<file path="src/rtl/gpio_ctrl_if.sv">
// AHB-Lite slave-side bus bundle for gpio_ctrl.
// The master modport is the fabric side; the slave modport is the GPIO block side.
interface gpio_ctrl_if;
    logic        HSEL;
    logic [7:0]  HADDR;
    logic [1:0]  HTRANS;
    logic        HWRITE;
    logic [31:0] HWDATA;
    logic        HREADY;
    logic        HREADYOUT;
    logic        HRESP;
    logic [31:0] HRDATA;

    modport master (
        output HSEL, HADDR, HTRANS, HWRITE, HWDATA, HREADY,
        input  HREADYOUT, HRESP, HRDATA
    );

    modport slave (
        input  HSEL, HADDR, HTRANS, HWRITE, HWDATA, HREADY,
        output HREADYOUT, HRESP, HRDATA
    );
endinterface

</file>
<file path="src/rtl/gpio_ctrl.sv">
// AHB-Lite GPIO controller: output/direction registers, synchronised inputs, edge IRQ.
// Optional per-pin input debounce is enabled by defining GPIO_CTRL_DEBOUNCE_EN.
module gpio_ctrl #(
    parameter int WIDTH = 8
) (
    input  logic             HCLK,
    input  logic             HRESETn,
    gpio_ctrl_if.slave       ahb,
    input  logic [WIDTH-1:0] io_in,
    output logic [WIDTH-1:0] io_out,
    output logic [WIDTH-1:0] io_in_not_out,
    output logic             irq_o
);
    localparam logic [2:0] OFF_DATAIN  = 3'd0;
    localparam logic [2:0] OFF_DATAOUT = 3'd1;
    localparam logic [2:0] OFF_DIR     = 3'd2;
    localparam logic [2:0] OFF_IE      = 3'd3;
    localparam logic [2:0] OFF_EDGE    = 3'd4;
    localparam logic [2:0] OFF_IS      = 3'd5;
    localparam logic [2:0] OFF_DBCNT   = 3'd6;

    logic             vld_p1;
    logic             wr_p1;
    logic [2:0]       addr_p1;
    logic             accept;
    logic             wr_en;
    logic [WIDTH-1:0] wdata;

    logic [WIDTH-1:0] dataout_r;
    logic [WIDTH-1:0] dir_r;
    logic [WIDTH-1:0] ie_r;
    logic [WIDTH-1:0] edge_r;
    logic [WIDTH-1:0] is_r;

    logic [WIDTH-1:0] sync1;
    logic [WIDTH-1:0] sync2;
    logic [WIDTH-1:0] filt;
    logic [WIDTH-1:0] filt_d;
    logic [WIDTH-1:0] rise;
    logic [WIDTH-1:0] fall;
    logic [WIDTH-1:0] is_set;
    logic [WIDTH-1:0] is_clr;
    logic [15:0]      dbcnt_rd;
    logic [31:0]      rdata;

    assign accept = ahb.HSEL & ahb.HREADY & ahb.HTRANS[1];
    assign wr_en  = vld_p1 & wr_p1;
    assign wdata  = ahb.HWDATA[WIDTH-1:0];

    // Address phase -> data phase
    always_ff @(posedge HCLK) begin
        if (!HRESETn) begin
            vld_p1  <= 1'b0;
            wr_p1   <= 1'b0;
            addr_p1 <= 3'd0;
        end else begin
            vld_p1  <= accept;
            wr_p1   <= ahb.HWRITE;
            addr_p1 <= ahb.HADDR[4:2];
        end
    end

    always_ff @(posedge HCLK) begin
        if (!HRESETn) begin
            dataout_r <= '0;
            dir_r     <= '1;
            ie_r      <= '0;
            edge_r    <= '0;
        end else if (wr_en) begin
            case (addr_p1)
                OFF_DATAOUT: dataout_r <= wdata;
                OFF_DIR:     dir_r     <= wdata;
                OFF_IE:      ie_r      <= wdata;
                OFF_EDGE:    edge_r    <= wdata;
                default:     ;
            endcase
        end
    end

    // Pad input -> sync1 -> sync2
    always_ff @(posedge HCLK) begin
        if (!HRESETn) begin
            sync1 <= '0;
            sync2 <= '0;
        end else begin
            sync1 <= io_in;
            sync2 <= sync1;
        end
    end

`ifdef GPIO_CTRL_DEBOUNCE_EN
    logic [15:0] dbcnt_r;
    logic [15:0] dbc [WIDTH];

    // sync2 -> filt: a pin must disagree with filt for DBCNT+1 cycles before it is accepted
    always_ff @(posedge HCLK) begin
        if (!HRESETn) begin
            dbcnt_r <= '0;
            filt    <= '0;
            for (int i = 0; i < WIDTH; i++) dbc[i] <= '0;
        end else begin
            if (wr_en && addr_p1 == OFF_DBCNT) dbcnt_r <= ahb.HWDATA[15:0];
            for (int i = 0; i < WIDTH; i++) begin
                if (sync2[i] == filt[i]) begin
                    dbc[i] <= '0;
                end else if (dbc[i] >= dbcnt_r) begin
                    filt[i] <= sync2[i];
                    dbc[i]  <= '0;
                end else begin
                    dbc[i] <= dbc[i] + 16'd1;
                end
            end
        end
    end

    assign dbcnt_rd = dbcnt_r;
`else
    assign filt     = sync2;
    assign dbcnt_rd = 16'd0;
`endif

    // filt -> filt_d, edge status
    assign rise   = filt & ~filt_d;
    assign fall   = ~filt & filt_d;
    assign is_set = (edge_r & rise) | (~edge_r & fall);
    assign is_clr = (wr_en && addr_p1 == OFF_IS) ? wdata : '0;

    always_ff @(posedge HCLK) begin
        if (!HRESETn) begin
            filt_d <= '0;
            is_r   <= '0;
        end else begin
            filt_d <= filt;
            // a new event wins over a same-cycle W1C
            is_r   <= (is_r & ~is_clr) | is_set;
        end
    end

    always_comb begin
        rdata = 32'd0;
        if (vld_p1 && !wr_p1) begin
            case (addr_p1)
                OFF_DATAIN:  rdata = 32'(filt);
                OFF_DATAOUT: rdata = 32'(dataout_r);
                OFF_DIR:     rdata = 32'(dir_r);
                OFF_IE:      rdata = 32'(ie_r);
                OFF_EDGE:    rdata = 32'(edge_r);
                OFF_IS:      rdata = 32'(is_r);
                OFF_DBCNT:   rdata = 32'(dbcnt_rd);
                default:     rdata = 32'd0;
            endcase
        end
    end

    assign ahb.HRDATA    = rdata;
    assign ahb.HREADYOUT = 1'b1;
    assign ahb.HRESP     = 1'b0;

    assign io_out        = dataout_r;
    assign io_in_not_out = dir_r;
    assign irq_o         = |(is_r & ie_r);

    logic unused;
    assign unused = &{1'b0, ahb.HADDR[7:5], ahb.HADDR[1:0], ahb.HTRANS[0], ahb.HWDATA};
endmodule

</file>
<file path="src/flat_wrapper.sv">
// flat-port wrapper written by rule: the top's interface ports become plain ports
module gpio_ctrl_flat 
#(
    parameter int WIDTH = 8
)
  (HCLK, HRESETn, io_in, io_out, io_in_not_out, irq_o, ahb_HSEL, ahb_HADDR, ahb_HTRANS, ahb_HWRITE, ahb_HWDATA, ahb_HREADY, ahb_HREADYOUT, ahb_HRESP, ahb_HRDATA);
  gpio_ctrl_if ahb_i ();
  input  logic HCLK;
  input  logic HRESETn;
  input  logic [WIDTH-1:0] io_in;
  output logic [WIDTH-1:0] io_out;
  output logic [WIDTH-1:0] io_in_not_out;
  output logic irq_o;
  input wire logic [$bits(ahb_i.HSEL)-1:0] ahb_HSEL;
  input wire logic [$bits(ahb_i.HADDR)-1:0] ahb_HADDR;
  input wire logic [$bits(ahb_i.HTRANS)-1:0] ahb_HTRANS;
  input wire logic [$bits(ahb_i.HWRITE)-1:0] ahb_HWRITE;
  input wire logic [$bits(ahb_i.HWDATA)-1:0] ahb_HWDATA;
  input wire logic [$bits(ahb_i.HREADY)-1:0] ahb_HREADY;
  output wire logic [$bits(ahb_i.HREADYOUT)-1:0] ahb_HREADYOUT;
  output wire logic [$bits(ahb_i.HRESP)-1:0] ahb_HRESP;
  output wire logic [$bits(ahb_i.HRDATA)-1:0] ahb_HRDATA;
  assign ahb_i.HSEL = ahb_HSEL;
  assign ahb_i.HADDR = ahb_HADDR;
  assign ahb_i.HTRANS = ahb_HTRANS;
  assign ahb_i.HWRITE = ahb_HWRITE;
  assign ahb_i.HWDATA = ahb_HWDATA;
  assign ahb_i.HREADY = ahb_HREADY;
  assign ahb_HREADYOUT = ahb_i.HREADYOUT;
  assign ahb_HRESP = ahb_i.HRESP;
  assign ahb_HRDATA = ahb_i.HRDATA;
  gpio_ctrl #(.WIDTH(WIDTH)) u_core (.HCLK(HCLK), .HRESETn(HRESETn), .ahb(ahb_i), .io_in(io_in), .io_out(io_out), .io_in_not_out(io_in_not_out), .irq_o(irq_o));
endmodule
</file>
<file path="config.mk">
export PLATFORM = sky130hd
export DESIGN_NAME = gpio_ctrl_flat
export DESIGN_NICKNAME = d
export VERILOG_FILES = /design/src/rtl/gpio_ctrl_if.sv /design/src/rtl/gpio_ctrl.sv /design/src/flat_wrapper.sv
export SDC_FILE = /design/constraint.sdc
export NUM_CORES = 1
export LEC_CHECK = 0
export CORE_MARGIN = 5
export CORE_UTILIZATION = 60
export CTS_BUF_LIST = sky130_fd_sc_hd__clkbuf_4
export DETAILED_ROUTE_END_ITERATION = 7
export DONT_BUFFER_PORTS = 1
export GPL_TIMING_DRIVEN = 0
export PLACE_DENSITY = 0.76
export SYNTH_ARGS = -nofsm -noshare
export SYNTH_HDL_FRONTEND = slang
export SYNTH_SLANG_ARGS = --single-unit
</file>
<file path="constraint.sdc">
create_clock -name HCLK -period 3.3 [get_ports HCLK]
set_input_delay 0 -clock HCLK [delete_from_list [all_inputs] [get_ports HCLK]]
set_output_delay 0 -clock HCLK [all_outputs]
set_load 0.02 [all_outputs]
</file>
* After elaboration in Yosys (flattened, before gate mapping) *
Cells that the tools add are included.

word-level totals
  bits in registers = 69
  input port bits = 55
  output and inout port bits = 51
  word-level logic and storage cells = 43

cells by class
  equality and inequality tests = 5
  muxes and demuxes = 3
  bitwise logic cells = 15
  reduce and logical (&&, ||, !) cells = 9

operators with widths
  kind                number
  $and 8x8->8         6
  $pmux 8 s6          1
  $mux 32             1
  $not 8->8           4
  $or 8x8->8          2
  $mux 8              1
  $reduce_and 2->1    4
  $reduce_or 8->1     1
  $eq 3x2->1 const B  2
  $eq 3x3->1 const B  2
  $and 1x1->1         3
  $eq 3x1->1 const B  1
  $logic_not 3->1     1
  $logic_and 1x1->1   2
  $logic_not 1->1     1

* Depth between registers and ports, before layout *
Gate-level depths: netlist of the first run.

  depth after elaboration = 6
  gate-level depth with buffers = 6
  mapped depth without buffers = 3

* Least setup slack after synthesis of the first run *
OpenSTA, ideal clock, no wires.

  path type = register -> output
  start point = register u_core.addr_p1[0]
  end point = output ahb_HRDATA[1]
  arrival = 1.411 ns
  data required time = 3.300 ns
  slack = 1.889 ns
  stages on the path, launching flop included = 7
  path buffers = 3
  cell sequence = dfxtp_1 > buf_2 > buf_6 > buf_6 > nor4b_1 > a21oi_1 > a21oi_1

between the ends
  cells in the longest elaborated chain, start to end = 3
  elaborated cells between the ends (all ways) = 8
  those cells by class = eq/ne (5); mux (2); reduce/logical (1)

RTL lines
  element                             RTL line            RTL
  start, declared                     gpio_ctrl.sv:24     logic [2:0] addr_p1;
  start signal, assigned              gpio_ctrl.sv:59     addr_p1 <= ahb.HADDR[4:2];
  $eq 3x3->1 (tied with other cells)  gpio_ctrl.sv:142    case (addr_p1)
  $pmux 8 s6 (*)                      gpio_ctrl.sv:142
  $mux 32 (*)                         gpio_ctrl.sv:141    if (vld_p1 && !wr_p1) begin
  end, declared                       flat_wrapper.sv:22  output wire logic [$bits(ahb_i.HRDATA)-1:0] ahb_HRDATA;

Mark *: on every way between the ends. The rest lies on a longest branch, timed or not.

* Final worst setup path of the first run *
Same ends and word-level chain as after synthesis.

==> results of run 1 <==
==> cells by family (layout without fill, tap and decap cells) <==
logic type             after synthesis  after routing  synth area share
AOI/OAI and AO/OA                   72             72             0.143
buffers and inverters               67            105             0.120
DFF                                 69             69             0.423
muxes                               32             32             0.122
other                                2             26           0.00230
and+or+nand+nor                    111            111             0.191
==> worst paths after layout <==
path	from	to	slack (ns)	cells past startpoint
max	u_core.addr_p1[0]	ahb_HRDATA[1]	1.18	6
min	HRESETn	u_core.ie_r[0]	0.04	3
max reg2reg	u_core.addr_p1[2]	u_core.io_in_not_out[2]	1.69	4
min reg2reg	u_core.sync1[7]	u_core.filt[7]	0.44	1
==> power by group through the flow <==
stage | sequential [uW] | combinational [uW] | clock (uW)
5_1_grt | 867 | 195 | 651
6_report | 864 | 179 | 609
4_1_cts | 864 | 175 | 613
3_5_place_dp | 883 | 148 | 0
2_1_floorplan | 878 | 127 | 0
3_3_place_gp | 883 | 145 | 0
==> state kept, by name (all words and copies together), names as in the netlist <==
register	cells
u_core.is_r	8
u_core.sync1	8
u_core.filt_d	8
u_core.edge_r	8
u_core.io_out	8
u_core.wr_p1	1
u_core.filt	8
u_core.ie_r	8
u_core.vld_p1	1
u_core.io_in_not_out	8
u_core.addr_p1	3
==> cells in the mapped netlist (2+ instances only) <==
| cell type | number | area (um2) |
|---|---|---|
| dfxtp_1 | 69 | 1380 |
| and2_1 | 28 | 175 |
| buf_4 | 27 | 203 |
| mux2i_1 | 24 | 240 |
| nand2_1 | 24 | 90.1 |
| nor2b_1 | 18 | 113 |
| nand3_1 | 17 | 85.1 |
| a21boi_0 | 16 | 120 |
| inv_1 | 16 | 60.1 |
| o21ai_0 | 16 | 80.1 |
| o22ai_1 | 14 | 87.6 |
| clkbuf_1 | 11 | 41.3 |
| nand2b_1 | 11 | 68.8 |
| a31oi_1 | 8 | 50.1 |
| o21a_1 | 8 | 60.1 |
| buf_2 | 6 | 30.0 |
| mux4_2 | 6 | 135 |
| a21oi_1 | 4 | 20.0 |
| a22oi_1 | 4 | 30.0 |
| buf_6 | 4 | 45.0 |
| or2_2 | 3 | 18.8 |
| and3_1 | 2 | 12.5 |
| buf_1 | 2 | 7.51 |
| conb_1 | 2 | 7.51 |
| mux2_2 | 2 | 22.5 |
| nor4b_1 | 2 | 17.5 |
| o32a_1 | 2 | 20.0 |
==> cell type report <==
type                            count  area, um2
Clock buffer                       11       82.6
Tap cell                           70       87.6
Timing Repair Buffer               22        220
Multi-Input combinational cell    241       1590
Sequential cell                    69       1380
Fill cell                         406       1380
Inverter                           16       60.1
Buffer                             51        332
Clock inverter                      5       75.1
==> placed cells by master (no fill, tap or decap), types with 3 or more instances in the layout <==
cell           netlist  layout
mux4_2               6       6
and2_1              28      28
clkbuf_1            11      11
nand2_1             24      24
mux2i_1             24      24
o21a_1               8       8
conb_1               2      26
clkbuf_4             0      11
dfxtp_1             69      69
a31oi_1              8       8
nor2b_1             18      18
buf_4               27      27
a21oi_1              4       4
o22ai_1             14      14
dlygate4sd3_1        0      22
nand2b_1            11      11
buf_2                6       6
nand3_1             17      17
inv_1               16      16
buf_6                4       4
o21ai_0             16      16
a22oi_1              4       4
a21boi_0            16      16
or2_2                3       3
==> layer usage <==
metal | up-vias | GRT usage
met4 | 0 | 0.108
met1 | 1250 | 0.289
met2 | 129 | 0.379
met3 | 19 | 0.0681
li1 | 1270 | -
met5 | - | 0
==> stage by stage <==
step / cells / util / hold WS (ns) / power [uW] / setup slack [ns]
after floorplan: 377 / - / 0.127 / 1000 / 1.89
after global placement: 447 / 0.662 / 0.129 / 1030 / 1.71
after detailed placement: 447 / 0.662 / 0.130 / 1030 / 1.68
after CTS: 485 / 0.735 / 0.0230 / 1650 / 1.22
after global routing: 485 / 0.735 / 0.0348 / 1710 / 1.05
final: 485 / 0.735 / 0.0401 / 1650 / 1.18
==> critical path, cell delays in order, from the launching register on <==
cell and delay, ns:
dfxtp_1 0.31, buf_2 0.17, buf_6 0.17, buf_6 0.16
nor4b_1 0.33, a21oi_1 0.09, a21oi_1 0.48
==> what timing repair did <==
item | 4_1_cts | 5_1_grt
endpoints found under the hold margin | 53 | 0
hold buffers | 22 | 0
endpoints found under the setup margin | 0 | 0
buffers inserted | 0 | 0
==> run_results.csv, run 1 <==
group,metric,value,unit
worst_setup_path,critPathMaxFanout,10,
pwr,p_sw,400,uW
global_routing,grt_pass1_wl,13.1,mm
layout,areaGrowthSynthToFinish,17.0,%
clock_tree,post_cts_resized,0,
route,route.detailed.drc,0,
sta,finalSetupTns,0,ns
layout,antennaDiodeCount,0,
pwr,pwr-share-clk,0.369,
placement,placed_cell_area,0.00345,mm2
clock_tree,cts_tree,"built",
yosys,ys_seq_area_frac,0.423,
worst_setup_path,cp-start-kind,"flop",
yosys,async_flop_share,0,
worst_setup_path,crit_path_end_kind,"output port",
route,wl_per_cell,16.5,um
pwr,peakVddDrop,0.332,mV
layout,drive_gt1_frac,0.152,
sta,finalCritPeriodShare,0.643,
yosys,synth-edff-count,0,
pwr,p_leak,0.00146,uW
pwr,swShare,0.242,
clock_tree,cts_root_buffer,"clkbuf_4",
floorplan,io_pins,106,
yosys,synth_area,0.00327,mm2
sta,fin_skew,0.00659,ns
clock_tree,cts_max_level,3,
worst_setup_path,cp.required,3.30,ns
route,wirelength,8.02,mm
status,outcome,"finished, final reports clean",
sta,worst_pin_slew,0.613,ns
placement,portBuffers,0,
min_path,hp-class,"in -> reg",
global_routing,grt-ovfl-total,0,
sta,hold_viol_final,0,
flow_run,max_cap_viol_count,0,
clock_tree,clkSinkCount,69,
yosys,yosysWarnings,0,
floorplan,die_h,83.8,um
global_routing,antenna_found_initial,0,
route,dr.pass1.iters,5,
route,ant_nets,0,
clock_tree,path_clk_slew,0.11,ns
sta,slew_headroom,0.591,
sta,rsz0062_at_grt,"no",
placement,dp_hpwl,5.80,mm
global_routing,grt_max_degree,12,
global_routing,track_usage,0.235,
sta,finalCriticalPeriod,2.12,ns
floorplan,core_area,0.00520,mm2
clock_tree,numCtsBuffers,9,
sta,max_freq,471,MHz
route,drtIter0Drc,188,
sta,finalMaxSlewViolations,0,
pwr,comb_power_share,0.108,
route,via_per_inst,5.50,
route,dr_total_vias,2668,
clock_tree,clock_latency,0.40,ns
yosys,yosys.cell_types.count,34,
sta,setup_viol,0,
floorplan,die_area,0.00702,mm2
yosys,synth-seq-cells,69,
route,wl_met1,3.30,mm
route,top_layer_used,"met4",
pwr,power.density,432,mW/mm2
route,dr_wl_met3,700,um
floorplan,die_x,83.8,um
pwr,pwr-share-seq,0.523,
floorplan,start_util,0.628,
floorplan,std_cell_rows,26,
placement,gp_congestion,0.886,
yosys,synth-main-ff-cell,"dfxtp_1",
pwr,p_int,1250,uW
worst_setup_path,critical_path_class,"reg -> out",
global_routing,grt_pass1_vias,2604,
clock_tree,clk_path_buf_depth,2,
yosys,postSynthAreaPerCell,9.26,um2
layout,final_nets,465,
layout,final_cell_area,0.00382,mm2
worst_setup_path,worstPathArrival,2.12,ns
route,wl_met2,3.81,mm
yosys,syn_inst,353,
Note: power is estimated with default switching activity, not from simulation.
==> run 2, diff against run 1 <==
==> constraint.sdc (replaced) <==
create_clock -name HCLK -period 2.05 [get_ports HCLK]
set_input_delay 0 -clock HCLK [delete_from_list [all_inputs] [get_ports HCLK]]
set_output_delay 0 -clock HCLK [all_outputs]
set_load 0.02 [all_outputs]
==> run 2 against run 1 <==
Net effect: flip-flop and latch count did not move; clock power rose by 61%; combinational power rose by 61%; worst hold slack improved by 0.018 ns; via count fell by 0.64%; clock-buffer cell count did not move; largest cell class unchanged.
==> run_results.csv, run 2 (synthesis results as in run 1) <==
group,metric,value,unit
status,outcome,"finished, final reports clean",
worst_setup_path,cp-start-kind,"flop",
global_routing,grt_max_degree,12,
flow_run,max_cap_viol_count,0,
placement,dp_hpwl,5.80,mm
sta,finalMaxSlewViolations,0,
sta,slew_headroom,0.596,
sta,finalCritPeriodShare,0.992,
clock_tree,cts_max_level,3,
layout,final_cell_mix,"dfxtp_1 (69), and2_1 (28), buf_4 (27)",
floorplan,die_x,83.8,um
clock_tree,clkSinkCount,69,
sta,finalCriticalPeriod,2.03,ns
layout,areaGrowthSynthToFinish,17.4,%
worst_setup_path,worstPathArrival,2.03,ns
global_routing,antenna_found_initial,0,
clock_tree,clock_latency,0.40,ns
worst_setup_path,r2r_slack,0.45,ns
global_routing,grtUsageMet1,0.291,
route,route.detailed.drc,0,
route,dr_total_vias,2651,
sta,hold_viol_final,0,
clock_tree,path_clk_slew,0.11,ns
global_routing,track_usage,0.235,
global_routing,grt_pass1_wl,13.1,mm
layout,final_cells,485,
floorplan,std_cell_rows,26,
route,ant_nets,0,
pwr,p_leak,0.00146,uW
route,drtIter0Drc,218,
sta,finalSetupTns,0,ns
layout,final_common_cell,"dfxtp_1",
placement,gp_congestion,0.886,
clock_tree,cts_tree,"built",
clock_tree,cts_setup_buffers,0,
layout,final_nets,465,
sta,setup_viol,0,
layout,drive_gt1_frac,0.159,
worst_setup_path,critPathMaxFanout,10,
global_routing,busiest_layer,"met2",
sta,max_freq,492,MHz
route,wl_per_cell,16.5,um
global_routing,gr-usage-met3,0.0681,
global_routing,grt_use_met2,0.381,
route,dr.pass1.iters,5,
sta,rsz0062_at_grt,"yes",
global_routing,grt-ovfl-total,0,
sta,fin_skew,0.00674,ns
worst_setup_path,crit_path_end_kind,"output port",
clock_tree,cts_root_buffer,"clkbuf_4",
route,wirelength,7.99,mm
floorplan,io_pins,106,
worst_setup_path,critical_path_class,"reg -> out",
pwr,power.density,693,mW/mm2
layout,antennaDiodeCount,0,
floorplan,die_h,83.8,um
clock_tree,clk_path_buf_depth,2,
min_path,hp-class,"in -> reg",
clock_tree,numCtsBuffers,9,
placement,dp.cells,447,
floorplan,core_area,0.00520,mm2
worst_setup_path,cp.required,2.05,ns
global_routing,grt_pass1_vias,2601,
placement,portBuffers,0,
pwr,peakVddDrop,0.530,mV
route,via_per_inst,5.47,
sta,worst_pin_slew,0.606,ns
floorplan,start_util,0.628,
floorplan,die_area,0.00702,mm2
## run 2: final timing paths
kind / from / endpoint / depth (start not counted)
max: u_core.addr_p1[1] / ahb_HRDATA[3] / 5
min: HRESETn / u_core.ie_r[3] / 3
max reg2reg: u_core.addr_p1[0] / u_core.io_out[6] / 6
min reg2reg: u_core.sync1[7] / u_core.filt[7] / 1
## run 2: per-stage QoR
stage | power (uW) | setup WS [ns] | cell area [um2] | util | hold slack [ns]
6_report | 2660 | 0.0171 | 3840 | 0.738 | 0.0583
5_1_grt | 2760 | -0.128 | 3840 | 0.738 | 0.0347
4_1_cts | 2660 | 0.0244 | 3830 | 0.736 | 0.0230
3_5_place_dp | 1660 | 0.431 | 3450 | 0.662 | 0.130
3_3_place_gp | 1650 | 0.460 | 3450 | 0.662 | 0.129
2_1_floorplan | 1620 | 0.639 | 3360 | - | 0.127
## run 2: area by class of cell
class	count	area [um2]
buffer	51	332
clock buffer	11	82.6
inverter	16	60.1
fill	403	1370
clock inverter	5	75.1
multi-input combinational	241	1600
timing repair buffer	22	220
sequential	69	1380
tap	70	87.6
## run 2: worst max-delay path, stage by stage, from the launching register on
cell	delay, ns
dfxtp_1	0.35
buf_2	0.22
nand2b_1	0.12
or2_2	0.30
clkbuf_1	0.21
o22ai_1	0.44
## run 2: routing by layer
| layer | vias up | part of all wire | wire, um |
|---|---|---|---|
| met3 | 20 | 0.085 | 678 |
| met5 | - | 0 | 0 |
| met4 | 0 | 0.024 | 192 |
| met2 | 127 | 0.47 | 3790 |
| met1 | 1237 | 0.42 | 3330 |
| li1 | 1267 | - | - |
## run 2: power breakdown
group          internal [uW]  switching [uW]  total (uW)  leakage [uW]
logic                    131             157         289      0.000819
clock network            515             464         979     0.0000822
registers               1370            21.5        1390      0.000562
total                   2020             643        2660       0.00146
## run 2: what timing repair did
| item | in CTS | in global routing |
|---|---|---|
| hold buffers | 22 | 0 |
| pin swaps | 0 | 1 |
| resized for setup | 2 | 1 |
| endpoints found under the setup margin | 2 | 7 |
| cloned | 0 | 0 |
| hold endpoints to repair | 53 | 0 |
